===== src/rtl/systolic_ctrl.sv =====
// Sequencer for a weight-stationary systolic array.
// Loads one weight tile, streams skewed input vectors, captures skewed outputs.
module systolic_ctrl #(
   parameter int WIDTH = 8,
   parameter int ROW   = 4,
   parameter int COL   = 4,
   parameter int DEPTH = 16,
   localparam int AW   = $clog2(DEPTH),
   localparam int RW   = (ROW > 1) ? $clog2(ROW) : 1
) (
   input  logic              clk_i,
   input  logic              rstn_i,
   input  logic              start_i,
   input  logic [AW:0]       num_vec_i,
   output logic              busy_o,
   output logic              done_o,
   output logic [ROW*COL-1:0] ctrl_load_o,
   output logic [ROW*COL-1:0] ctrl_sum_out_o,
   output logic              wb_rd_en_o,
   output logic [RW-1:0]     wb_addr_o,
   output logic [ROW-1:0]    ib_rd_en_o,
   output logic [ROW*AW-1:0] ib_addr_o,
   output logic [COL-1:0]    ob_wr_en_o,
   output logic [COL*AW-1:0] ob_addr_o
);

   // Counter spans the longest state, N+ROW+COL-1, with no wrap.
   localparam int CW = $clog2(DEPTH + ROW + COL + 1);
   localparam int LAT = ROW + 1;
   localparam logic [AW:0] NMAX = (AW+1)'(DEPTH);

   if (WIDTH < 1 || ROW < 1 || COL < 1 || DEPTH < 2) begin : g_bad_cfg
      $error("systolic_ctrl: illegal parameters");
   end

   typedef enum logic [1:0] {IDLE, LOAD, COMP, FIN} state_t;

   state_t         state;
   state_t         state_nx;
   logic [CW-1:0]  cnt;
   logic [AW:0]    n;
   logic [CW-1:0]  last;

   assign last = CW'(n) + CW'(ROW + COL - 1);

   // State, phase counter and latched vector count.
   always_ff @(posedge clk_i or negedge rstn_i) begin
      if (!rstn_i) begin
         state <= IDLE;
         cnt   <= '0;
         n     <= '0;
      end else begin
         state <= state_nx;
         if (state_nx != state || state == IDLE) begin
            cnt <= '0;
         end else begin
            cnt <= cnt + 1'b1;
         end
         if (state == IDLE && start_i) begin
            n <= (num_vec_i > NMAX) ? NMAX : num_vec_i;
         end
      end
   end

   // Phase sequencing; start is only honoured while idle.
   always_comb begin
      state_nx = state;
      unique case (state)
         IDLE: if (start_i) state_nx = LOAD;
         LOAD: begin
            if (cnt == CW'(ROW)) begin
               state_nx = (n == '0) ? FIN : COMP;
            end
         end
         COMP: if (cnt == last) state_nx = FIN;
         FIN:  state_nx = IDLE;
         default: state_nx = IDLE;
      endcase
   end

   // Strobes and addresses decoded from state and phase counter only.
   always_comb begin
      busy_o         = (state != IDLE);
      done_o         = (state == FIN);
      ctrl_load_o    = '0;
      ctrl_sum_out_o = '0;
      wb_rd_en_o     = 1'b0;
      wb_addr_o      = '0;
      ib_rd_en_o     = '0;
      ib_addr_o      = '0;
      ob_wr_en_o     = '0;
      ob_addr_o      = '0;
      unique case (state)
         LOAD: begin
            if (cnt < CW'(ROW)) begin
               wb_rd_en_o = 1'b1;
               wb_addr_o  = RW'(CW'(ROW - 1) - cnt);
            end
            if (cnt != '0) begin
               ctrl_load_o = '1;
            end
         end
         COMP: begin
            ctrl_sum_out_o = '1;
            for (int r = 0; r < ROW; r++) begin
               if (cnt >= CW'(r) && cnt < CW'(r) + CW'(n)) begin
                  ib_rd_en_o[r]         = 1'b1;
                  ib_addr_o[r*AW +: AW] = AW'(cnt - CW'(r));
               end
            end
            for (int c = 0; c < COL; c++) begin
               if (cnt >= CW'(LAT + c) &&
                   cnt < CW'(LAT + c) + CW'(n)) begin
                  ob_wr_en_o[c]         = 1'b1;
                  ob_addr_o[c*AW +: AW] = AW'(cnt - CW'(LAT + c));
               end
            end
         end
         default: ;
      endcase
   end

endmodule


===== config.mk =====
export PLATFORM = sky130hd
export DESIGN_NAME = systolic_ctrl
export DESIGN_NICKNAME = d
export VERILOG_FILES = /design/src/rtl/systolic_ctrl.sv
export SDC_FILE = /design/constraint.sdc
export NUM_CORES = 1
export LEC_CHECK = 0
export ABC_AREA = 0
export BUFFER_PORTS_ARGS = -buffer_cell sky130_fd_sc_hd__buf_2
export CAP_MARGIN = 20
export CORE_MARGIN = 3
export CORE_UTILIZATION = 50
export CTS_CLUSTER_SIZE = 10
export DETAILED_ROUTE_END_ITERATION = 7
export PLACE_DENSITY = 0.92
export SLEW_MARGIN = 20
export SYNTH_ARGS = -nofsm -noshare
export SYNTH_HDL_FRONTEND = slang
export SYNTH_SLANG_ARGS = --single-unit

===== constraint.sdc =====
create_clock -name clk_i -period 5.4 [get_ports clk_i]
set_input_delay 1.08 -clock clk_i [delete_from_list [all_inputs] [get_ports clk_i]]
set_output_delay 1.08 -clock clk_i [all_outputs]
set_load 0.02 [all_outputs]

---- Word level (Yosys, flattened, before mapping) ----
Cells that the tools add are included.
cells by class
  multiply operators ...................... 0
  bitwise operators ....................... 0
  mux-type cells .......................... 34
  shift-type cells ........................ 0
  order comparisons ....................... 18
  div/mod/pow operators ................... 0
  equal/unequal tests ..................... 6
  add/subtract/negate cells ............... 16
  reduce and logical (&&, ||, !) cells .... 14
operators with widths
  cell                 count
  $mux 16              5
  $lt 5x5->1           8
  $mux 4               10
  $add 3x5->5 const A  3
  $ge 5x3->1 const B   3
  $sub 4x3->4 const B  3
  $mux 1               11
  $add 2x5->5 const A  2
  $ge 5x1->1 const B   2
  $ge 5x2->1 const B   2
  $mux 2               5
  $mux 5               2
  $logic_and 1x1->1    9
  $pmux 2 s4           1
  $sub 4x2->4 const B  2
  $add 1x5->5 const A  1
  $add 4x5->5 const A  1
  $add 5x1->5 const B  1
  $eq 5x3->1 const B   1
  $eq 5x5->1           1
  $ge 5x4->1 const B   1
  $gt 5x5->1 const B   1
  $logic_not 5->1      1
  $lt 5x3->1 const B   1
  10 further kinds     11
word-level totals
  bits in latches ......................... 0
  bits in registers ....................... 12
  memory bits (read-only) ................. 0
  logic and storage cells ................. 91
  RAM bits ................................ 0
  bits of input ports ..................... 8
  memories kept ........................... 0
  output and inout port bits .............. 77

---- Longest topological paths before layout ----
Gate-level depths: netlist of run 1.
  depth after elaboration ................. 7
  gate-level depth with buffers ........... 11

---- Least setup slack after synthesis of run 1 ----
No wires, ideal clock.
  path type ............................... register -> output
  start ................................... register n[4]
  end ..................................... output ob_addr_o[7]
  arrival time ............................ 2.200 ns
  slack ................................... 2.120 ns
  stages on the path, launching flop included .. 9
  cells stage by stage .................... dfrtp_1 clkbuf_1 clkinv_1 xnor2_1 ha_1 a21oi_1 o2111ai_2 a41oi_2 and2_1
between the ends
  longest elaborated chain between the ends .. 5
ends and longest elaborated chain
  item                      line  text
  start: declaration        41    logic [AW:0] n;
  start signal: assignment  60    n <= (num_vec_i > NMAX) ? NMAX : num_vec_i;
  $add 3x5->5               113   cnt < CW'(LAT + c) + CW'(n)) begin
  $lt 5x5->1                113
  $logic_and 1x1->1         112   if (cnt >= CW'(LAT + c) &&
  $mux 4                    112
  $mux 16                   93    unique case (state)
  end: declaration          24    output logic [COL*AW-1:0] ob_addr_o
No other way between the ends.

---- Worst setup path after layout of run 1 ----
  start ................................... register n[3]
  end ..................................... output ob_addr_o[9]
The elaborated chain is that of the path after synthesis.

==> qor.yml, run 1 <==
syn_area_mm2: 0.00225
hold_violations: 0
use_met1: 0.265
cts_tree: "done"
cp.arrival_ns: 2.70
cp_top_family: "flip-flops"
cts.path.max_buffers: 2
cts_num_sinks: 12
r2r_cells: 8
rsz0062_at_grt: "no"
synth_cell_types: 44
cts_max_level: 1
ys_seq_elements: 12
die_h_um: 73.2
reg2reg_slack_ns: 2.86
cts_root_buf: "clkbuf_8"
layout.nets: 391
final_util: 0.602
start_kind: "register"
finalCritPeriodShare: 0.700
yosysMostFrequentCell: "ha_1"
r2r_start: "n[3]"
slew_viol_final: 0
synthArstFlopShare: 1.00
place_ws_ns: 1.92
crit_path_top_delay_cell: "dfrtp_1"
skew_ns: 0.00341
dp_hpwl_mm: 4.41
met2_usage: 0.357
drtIter0Drc: 136
synthFlopType: "dfrtp_1"
dp.cells: 382
clk_pin_slew_ns: 0.05
setup_tns_ns: 0
drtAntennaViolNets: 0
cts_resized: 0
synth-seq-area-share: 0.133
min_path_type: "reg2reg"
busiest_layer: "met2"
drcViolationCount: 0
syn_avg_cell_area_um2: 7.91
wl_per_cell_um: 14.2
clk_latency_ns: 0.24
grt_pass1_wl_mm: 9.00
die-area_mm2: 0.00535
syn_nets: 339
die_w_um: 73.2
post-route-min-period_ns: 3.78
postCtsSetupRepairBufs: 0
portBuffers: 84
power.density_mw_per_mm2: 608
core_mm2: 0.00417
max_clock_freq_ghz: 0.264
grt-ovfl-total: 0
cp_num_cells: 9
max_stage_delay_ns: 0.60
critical_path.startpoint: "n[3]"
timing.rr.end: "cnt[4]"
cp-endpoint: "ob_addr_o[9]"
antenna_found_initial: 0
hold_buffers: 0
grt_max_degree: 24
rows: 23
yosys-top-cells-count: "ha_1 (46), buf_4 (30), nor2_1 (26)"
setup_slack_ns: 1.62
diodes: 0
start_util: 0.540
grt_pass1_vias: 1956
gr-usage-met3: 0.0193
ys_warn_count: 0
grtUsageTotal: 0.208
setup_violations: 0
synth_top_cell_by_area: "ha_1"
p_leak_nw: 1.45
worstSetupPathType: "reg2out"
status: "finished clean"
cp_num_buf_inv: 2
pin_count: 85
path_cells: "clkinv_1 > a21oi_1 > xnor2_1 > ha_1 > and3_1 > o21ai_0 > nand4_1 > nor2_1 > buf_2"
crit_fanout: 12
drtPass1Iterations: 4
worst_slew_pin_slew_ns: 0.878
synth_enable_flop_cells: 0
ir_drop_mv: 0.280
yosys-top-cells-area: "ha_1 (26%), dfrtp_1 (13%), buf_4 (10%)"
cp-end-kind: "output port"
drive_gt1_frac: 0.290
maxCapViolCount: 0
vias: 2110
viasPerCell: 5.48
synth_top_area_share: 0.255
syn_to_final_growth_pct: 11.5
drt-total-wl_mm: 5.48
crit_required_ns: 4.32
slew_headroom: 0.415
cts_made_buffers: 3
gp_congestion: 0.894
finish.cell_count_without_fillers: 385
postSynthCellCount: 285
## logic make-up (layout without fill, tap and decap cells)
| family | after synthesis | in the layout | share of synthesized area |
|---|---|---|---|
| compound gates | 48 | 48 | 0.147 |
| buf+inv | 62 | 112 | 0.165 |
| fa+ha+maj | 46 | 46 | 0.255 |
| flops | 12 | 12 | 0.133 |
| simple gates | 94 | 94 | 0.210 |
| xor+xnor | 22 | 22 | 0.0855 |
| mux | 1 | 1 | 0.00499 |
## through the flow
stage | instance area [um^2] | total power, mW | hold slack [ns]
after CTS | 2510 | 1.53 | 0.578
after floorplan | 2250 | 1.27 | 0.514
final | 2510 | 1.53 | 0.582
after detailed placement | 2470 | 1.44 | 0.579
after global placement | 2470 | 1.40 | 0.542
after global routing | 2510 | 1.69 | 0.618
## sequential cells by signal (all words and copies together), names as in the netlist
name / count
cnt: 5
state: 2
n: 5
## layer usage
| layer | up-vias | part of all wire | wire, um |
|---|---|---|---|
| met5 | - | 0 | 0 |
| met4 | 0 | 0.019 | 106 |
| met3 | 11 | 0.065 | 354 |
| met2 | 81 | 0.49 | 2690 |
| met1 | 971 | 0.42 | 2330 |
| li1 | 1047 | - | - |
## where the power goes
group	total [mW]	switching [mW]	internal [mW]
Sequential	0.259	0.135	0.124
Combinational	1.19	0.747	0.445
Clock	0.0775	0.0287	0.0488
## how the worst min path moves through the flow
stage	cells past startpoint	slack (ns)	to	from
6_report	1	0.58	state[0]	state[1]
5_1_grt	1	0.62	state[0]	state[1]
4_1_cts	1	0.58	state[0]	state[1]
3_5_place_dp	1	0.58	state[0]	state[1]
3_3_place_gp	1	0.54	state[0]	state[1]
2_1_floorplan	1	0.51	state[0]	state[1]
## placed cells by master, fill, tap and decap left out, types with 2 or more instances in the layout
master | synthesis | layout
o211ai_1 | 2 | 2
nor3_1 | 6 | 6
a41oi_1 | 2 | 2
xnor2_1 | 16 | 16
nand2_1 | 15 | 15
nor2b_1 | 5 | 5
ha_1 | 46 | 46
o21ai_0 | 11 | 11
nor2_1 | 26 | 26
nand2b_1 | 8 | 8
nor4_1 | 3 | 3
clkbuf_8 | 0 | 3
nand4_1 | 4 | 4
dfrtp_1 | 12 | 12
inv_1 | 22 | 22
a211oi_1 | 2 | 2
a211oi_2 | 3 | 3
buf_2 | 5 | 84
o21ai_1 | 2 | 2
xor2_1 | 6 | 6
clkinv_1 | 2 | 2
and3_1 | 4 | 4
nand3_1 | 10 | 10
a21oi_1 | 14 | 14
o22ai_1 | 2 | 2
and2_1 | 9 | 9
## layout make-up
cell class / instances / area [um^2]
clock buffers: 3 / 41.3
flip-flops and latches: 12 / 300
fillers: 372 / 1660
inverters: 25 / 106
well taps: 50 / 62.6
repair buffers: 84 / 420
multi-input cells: 211 / 1580
Power figures use the tool's default switching activity.
==> inputs of run 2 (changes only) <==
==> constraint.sdc (replaced) <==
create_clock -name clk_i -period 3.9 [get_ports clk_i]
set_input_delay 0.78 -clock clk_i [delete_from_list [all_inputs] [get_ports clk_i]]
set_output_delay 0.78 -clock clk_i [all_outputs]
set_load 0.02 [all_outputs]
==> run 2 against run 1 <==
Compared with the run above: global-route usage down 0.61 points; register-to-register slack worse by 1.4 ns; die area stayed put; critical path depth unchanged; clock power up 70%; flip-flop and latch count did not move; largest cell class unchanged.
==> qor.yml, run 2 (same netlist as run 1, synthesis figures left out) <==
status: "finished clean"
die-area_mm2: 0.00535  # unchanged
worst_slew_pin_slew_ns: 0.875  # -0.00290 ns
grt_max_degree: 24  # unchanged
rsz0062_at_grt: "no"
cts_tree: "done"
core_mm2: 0.00417  # unchanged
min_path_type: "in2async"
grt-ovfl-total: 0  # unchanged
rows: 23  # unchanged
layout.nets: 392  # +0.26%
ir_drop_mv: 0.427  # +52%
path_cells: "clkinv_1 > a21oi_1 > xnor2_1 > ha_1 > and3_1 > o21ai_0 > nand4_1 > nor2b_1 > buf_2"
drtPass1Iterations: 4  # unchanged
grt_pass1_vias: 1890  # -3.4%
cts.path.max_buffers: 2  # unchanged
reg2reg_slack_ns: 1.45  # -1.41 ns
final_util: 0.607  # +0.00510
worstSetupPathType: "reg2out"
power.density_mw_per_mm2: 844  # +39%
viasPerCell: 5.37  # -1.9%
setup_tns_ns: 0  # unchanged
slew_headroom: 0.417  # +0.00194
skew_ns: 0.00588  # +0.00247 ns
clk_latency_ns: 0.24  # about the same
r2r_cells: 10  # +2
reg.largest.list: "cnt x5, n x5, state x2"
grt_pass1_wl_mm: 8.67  # -3.7%
crit_path_top_delay_cell: "dfrtp_1"
drive_gt1_frac: 0.294  # +0.00422
cp.arrival_ns: 2.66  # -0.04 ns
dp_hpwl_mm: 4.30  # -2.6%
grtUsageTotal: 0.202  # -0.00609
p_leak_nw: 1.46  # +0.84%
crit_fanout: 12  # unchanged
r2r_start: "n[2]"
drtIter0Drc: 127  # -6.6%
total_power_mw: 2.14  # +40%
hold_ws_ns: 0.413  # -0.169 ns
cts_resized: 0  # unchanged
crit_required_ns: 3.12  # -1.20 ns
max_stage_delay_ns: 0.60  # about the same
drtAntennaViolNets: 0  # unchanged
cts_num_sinks: 12  # unchanged
setup_violations: 0  # unchanged
die_w_um: 73.2  # unchanged
start_kind: "register"
cts_made_buffers: 3  # unchanged
gp_congestion: 0.894  # unchanged
max_clock_freq_ghz: 0.291
pin_count: 85  # unchanged
layout_commonest_cell: "buf_2"
postCtsSetupRepairBufs: 0  # unchanged
antenna_found_initial: 0  # unchanged
portBuffers: 84  # unchanged
wl_per_cell_um: 13.9  # -2.0%
diodes: 0  # unchanged
clk_pin_slew_ns: 0.05  # about the same
cts_root_buf: "clkbuf_8"
cts_max_level: 1  # unchanged
vias: 2080  # -1.4%
timing.rr.end: "cnt[4]"
layout_common_cells: "buf_2 (84), ha_1 (46), nor2_1 (26)"
post-route-min-period_ns: 3.44
cp_top_family: "flip-flops"
drcViolationCount: 0  # unchanged
cp_num_buf_inv: 2  # unchanged
start_util: 0.540  # unchanged
hold_buffers: 0  # unchanged
slew_viol_final: 0  # unchanged
hold_violations: 0  # unchanged
cp-end-kind: "output port"
die_h_um: 73.2  # unchanged
finalCritPeriodShare: 0.881
maxCapViolCount: 0  # unchanged
drt-total-wl_mm: 5.40  # -1.5%
syn_to_final_growth_pct: 12.4
run 2: routing by layer:
layer	share of wire	track usage	vias up
li1	-	-	1049
met1	0.42	0.263	951
met2	0.51	0.356	71
met3	0.063	0.0110	9
met4	0.014	0.0635	0
met5	0	0	-
run 2: cell type report:
class	count	area (um^2)
Multi-Input combinational cell	211	1580
Clock buffer	4	55.1
Timing Repair Buffer	85	428
Sequential cell	12	300
Fill cell	356	1640
Inverter	25	106
Tap cell	50	62.6
run 2: power by group:
group	internal, mW	switching, mW	leakage [nW]
registers	0.172	0.166	0.153
logic	0.622	1.05	1.28
clock network	0.0890	0.0433	0.0288
total	0.883	1.26	1.46
run 2: how the worst max path moves through the flow:
| stage | startpoint | to | slack [ns] | cells after the start |
|---|---|---|---|---|
| floorplan | n[4] | ob_addr_o[7] | 0.92 | 8 |
| global placement | n[3] | ob_addr_o[11] | 0.87 | 9 |
| detailed placement | n[3] | ob_addr_o[11] | 0.76 | 9 |
| CTS | n[3] | ob_addr_o[11] | 0.49 | 9 |
| global route | n[3] | ib_addr_o[12] | 0.22 | 8 |
| finish | n[3] | ob_addr_o[11] | 0.46 | 9 |
run 2: per-stage QoR:
stage / cell area (um^2) / worst slack (ns) / cells
2_1_floorplan: 2250 / 0.920 / 285
3_3_place_gp: 2480 / 0.867 / 383
3_5_place_dp: 2480 / 0.757 / 383
4_1_cts: 2530 / 0.488 / 387
5_1_grt: 2530 / 0.225 / 387
6_report: 2530 / 0.464 / 387
==> inputs of run 3 (changes only) <==
--- a/config.mk
+++ b/config.mk
@@ -12,7 +12,8 @@
 export CORE_UTILIZATION = 50
 export CTS_CLUSTER_SIZE = 10
 export DETAILED_ROUTE_END_ITERATION = 7
-export PLACE_DENSITY = 0.92
+export HOLD_SLACK_MARGIN = 0.12
+export PLACE_DENSITY = 0.79
 export SLEW_MARGIN = 20
 export SYNTH_ARGS = -nofsm -noshare
 export SYNTH_HDL_FRONTEND = slang
==> run 3 against run 2 <==
Compared with the run above: final area rose by 0.30%; global-route usage is essentially flat; first-iteration DRC count shrank 5.5%; hold slack hardly changed; count of clock-buffer cells in the layout unchanged; core utilization rose by 0.18 points; clock skew fell by 0.0014 ns; cell count increased by 0.26%; register-to-register slack lost 0.05 ns; flip-flop and latch count stayed put; via count down 2.5%; worst setup slack lost 0.069 ns; critical path type unchanged; highest routed layer unchanged.
==> qor.yml, run 3 (same netlist as run 1, synthesis figures left out) <==
grtUsageTotal: 0.202  # -0.000284
critical_path.startpoint: "n[3]"
wl_per_cell_um: 13.6  # -2.2%
start_kind: "register"
vias: 2028  # -2.5%
cts_made_buffers: 3  # unchanged
power.density_mw_per_mm2: 842  # -0.17%
cts_max_level: 1  # unchanged
finalCritPeriodShare: 0.899  # +0.0177
dp_hpwl_mm: 4.25  # -1.1%
syn_to_final_growth_pct: 12.8
cts.path.max_buffers: 2  # unchanged
place_ws_ns: 0.688  # -0.0692 ns
die-area_mm2: 0.00535  # unchanged
cts_root_buf: "clkbuf_8"
p_int_mw: 0.887  # +0.45%
cp.arrival_ns: 2.72  # +0.06 ns
drt-total-wl_mm: 5.29  # -1.9%
cts_num_sinks: 12  # unchanged
gp_congestion: 0.885  # -1.0%
drive_gt1_frac: 0.296  # +0.00209
cts_resized: 0  # unchanged
max_clock_freq_ghz: 0.285  # -2.0%
postCtsSetupRepairBufs: 0  # unchanged
crit_fanout: 12  # unchanged
drtAntennaViolNets: 0  # unchanged
worst_slew_pin_slew_ns: 0.715  # -0.159 ns
slew_headroom: 0.523  # +0.106
die_w_um: 73.2  # unchanged
finalInstanceArea_mm2: 0.00254  # +0.30%
grt_pass1_vias: 1793  # -5.1%
drtIter0Drc: 120  # -5.5%
start_util: 0.540  # unchanged
p_leak_nw: 1.47  # +0.37%
cp-end-kind: "output port"
drtPass1Iterations: 4  # unchanged
timing.rr.end: "cnt[4]"
r2r_cells: 8  # -2
placed_area_mm2: 0.00249  # +0.30%
netSwitchingFraction: 0.586  # -0.00135
status: "finished clean"
slew_viol_final: 0  # unchanged
rows: 23  # unchanged
worstSetupPathType: "reg2out"
diodes: 0  # unchanged
p_comb_frac: 0.793  # +0.013
pwr-share-seq: 0.145  # -0.013
crit_required_ns: 3.12  # about the same
reg2reg_slack_ns: 1.40  # -0.05 ns
pin_count: 85  # unchanged
dp.cells: 384  # +0.26%
finish.cell_count_without_fillers: 388  # +0.26%
layout_commonest_cell: "buf_2"
cts_tree: "done"
antenna_found_initial: 0  # unchanged
grt_max_degree: 23  # -4.2%
r2r_start: "n[3]"
drcViolationCount: 0  # unchanged
rsz0062_at_grt: "no"
setup_tns_ns: 0  # unchanged
clk_latency_ns: 0.24  # about the same
grt_pass1_wl_mm: 8.61  # -0.63%
hold_ws_ns: 0.413  # -0.000457 ns
layout.nets: 393  # +0.26%
p_switching_mw: 1.25  # -0.11%
post-route-min-period_ns: 3.50  # +0.0692 ns
total_power_mw: 2.14  # +0.12%
hold_buffers: 0  # unchanged
power_frac_clock: 0.062  # about the same
setup_violations: 0  # unchanged
setup_slack_ns: 0.395  # -0.0692 ns
clk_pin_slew_ns: 0.05  # about the same
skew_ns: 0.00452  # -0.00136 ns
die_h_um: 73.2  # unchanged
core_mm2: 0.00417  # unchanged
layout_common_cells: "buf_2 (84), ha_1 (46), nor2_1 (26)"
viasPerCell: 5.23  # -2.8%
reg.largest.list: "cnt x5, n x5, state x2"
portBuffers: 84  # unchanged
hold_violations: 0  # unchanged
grt-ovfl-total: 0  # unchanged
min_path_type: "in2async"
ir_drop_mv: 0.455  # +6.6%
final_util: 0.609  # +0.00180
maxCapViolCount: 0  # unchanged
[run 3: cell types whose count changed in the layout (fill, tap and decap cells not counted), sizes merged]
cell | previous run | this run
buf | 85 | 86
[run 3: layout make-up]
class                           count  area [um^2]
Clock buffer                        4         55.1
Fill cell                         376         1630
Inverter                           25          106
Multi-Input combinational cell    211         1580
Sequential cell                    12          300
Tap cell                           50         62.6
Timing Repair Buffer               86          435
[run 3: power groups by stage]
| stage | logic [mW] | clock network [mW] | registers, mW |
|---|---|---|---|
| final | 1.70 | 0.133 | 0.310 |
| after global placement | 1.66 | 0 | 0.304 |
| after detailed placement | 1.69 | 0 | 0.313 |
| after floorplan | 1.51 | 0 | 0.248 |
| after global routing | 1.92 | 0.141 | 0.322 |
| after CTS | 1.70 | 0.137 | 0.311 |
[run 3: worst max-delay path by stage]
stage / slack [ns] / cells past startpoint / to
3_3_place_gp: 0.78 / 11 / ob_addr_o[11]
4_1_cts: 0.42 / 8 / ib_addr_o[15]
3_5_place_dp: 0.69 / 8 / ib_addr_o[15]
6_report: 0.40 / 9 / ob_addr_o[11]
2_1_floorplan: 0.92 / 8 / ob_addr_o[7]
5_1_grt: 0.17 / 9 / ob_addr_o[11]
[run 3: worst max-delay path, cell delays in order, from the launching register on]
cell      delay (ns)
dfrtp_1         0.60
clkinv_1        0.33
a21oi_1         0.28
xnor2_1         0.15
ha_1            0.27
and3_1          0.21
o21ai_0         0.09
nand4_1         0.22
nor2b_1         0.16
buf_2           0.17
[run 3: metal layers]
metal / GRT usage / wire length, um / share of wire / vias up
met3: 0.0262 / 408 / 0.077 / 8
met2: 0.324 / 2350 / 0.44 / 74
met4: 0.0615 / 76 / 0.014 / 0
met1: 0.280 / 2460 / 0.46 / 896
met5: 0 / 0 / 0 / -
li1: - / - / - / 1050
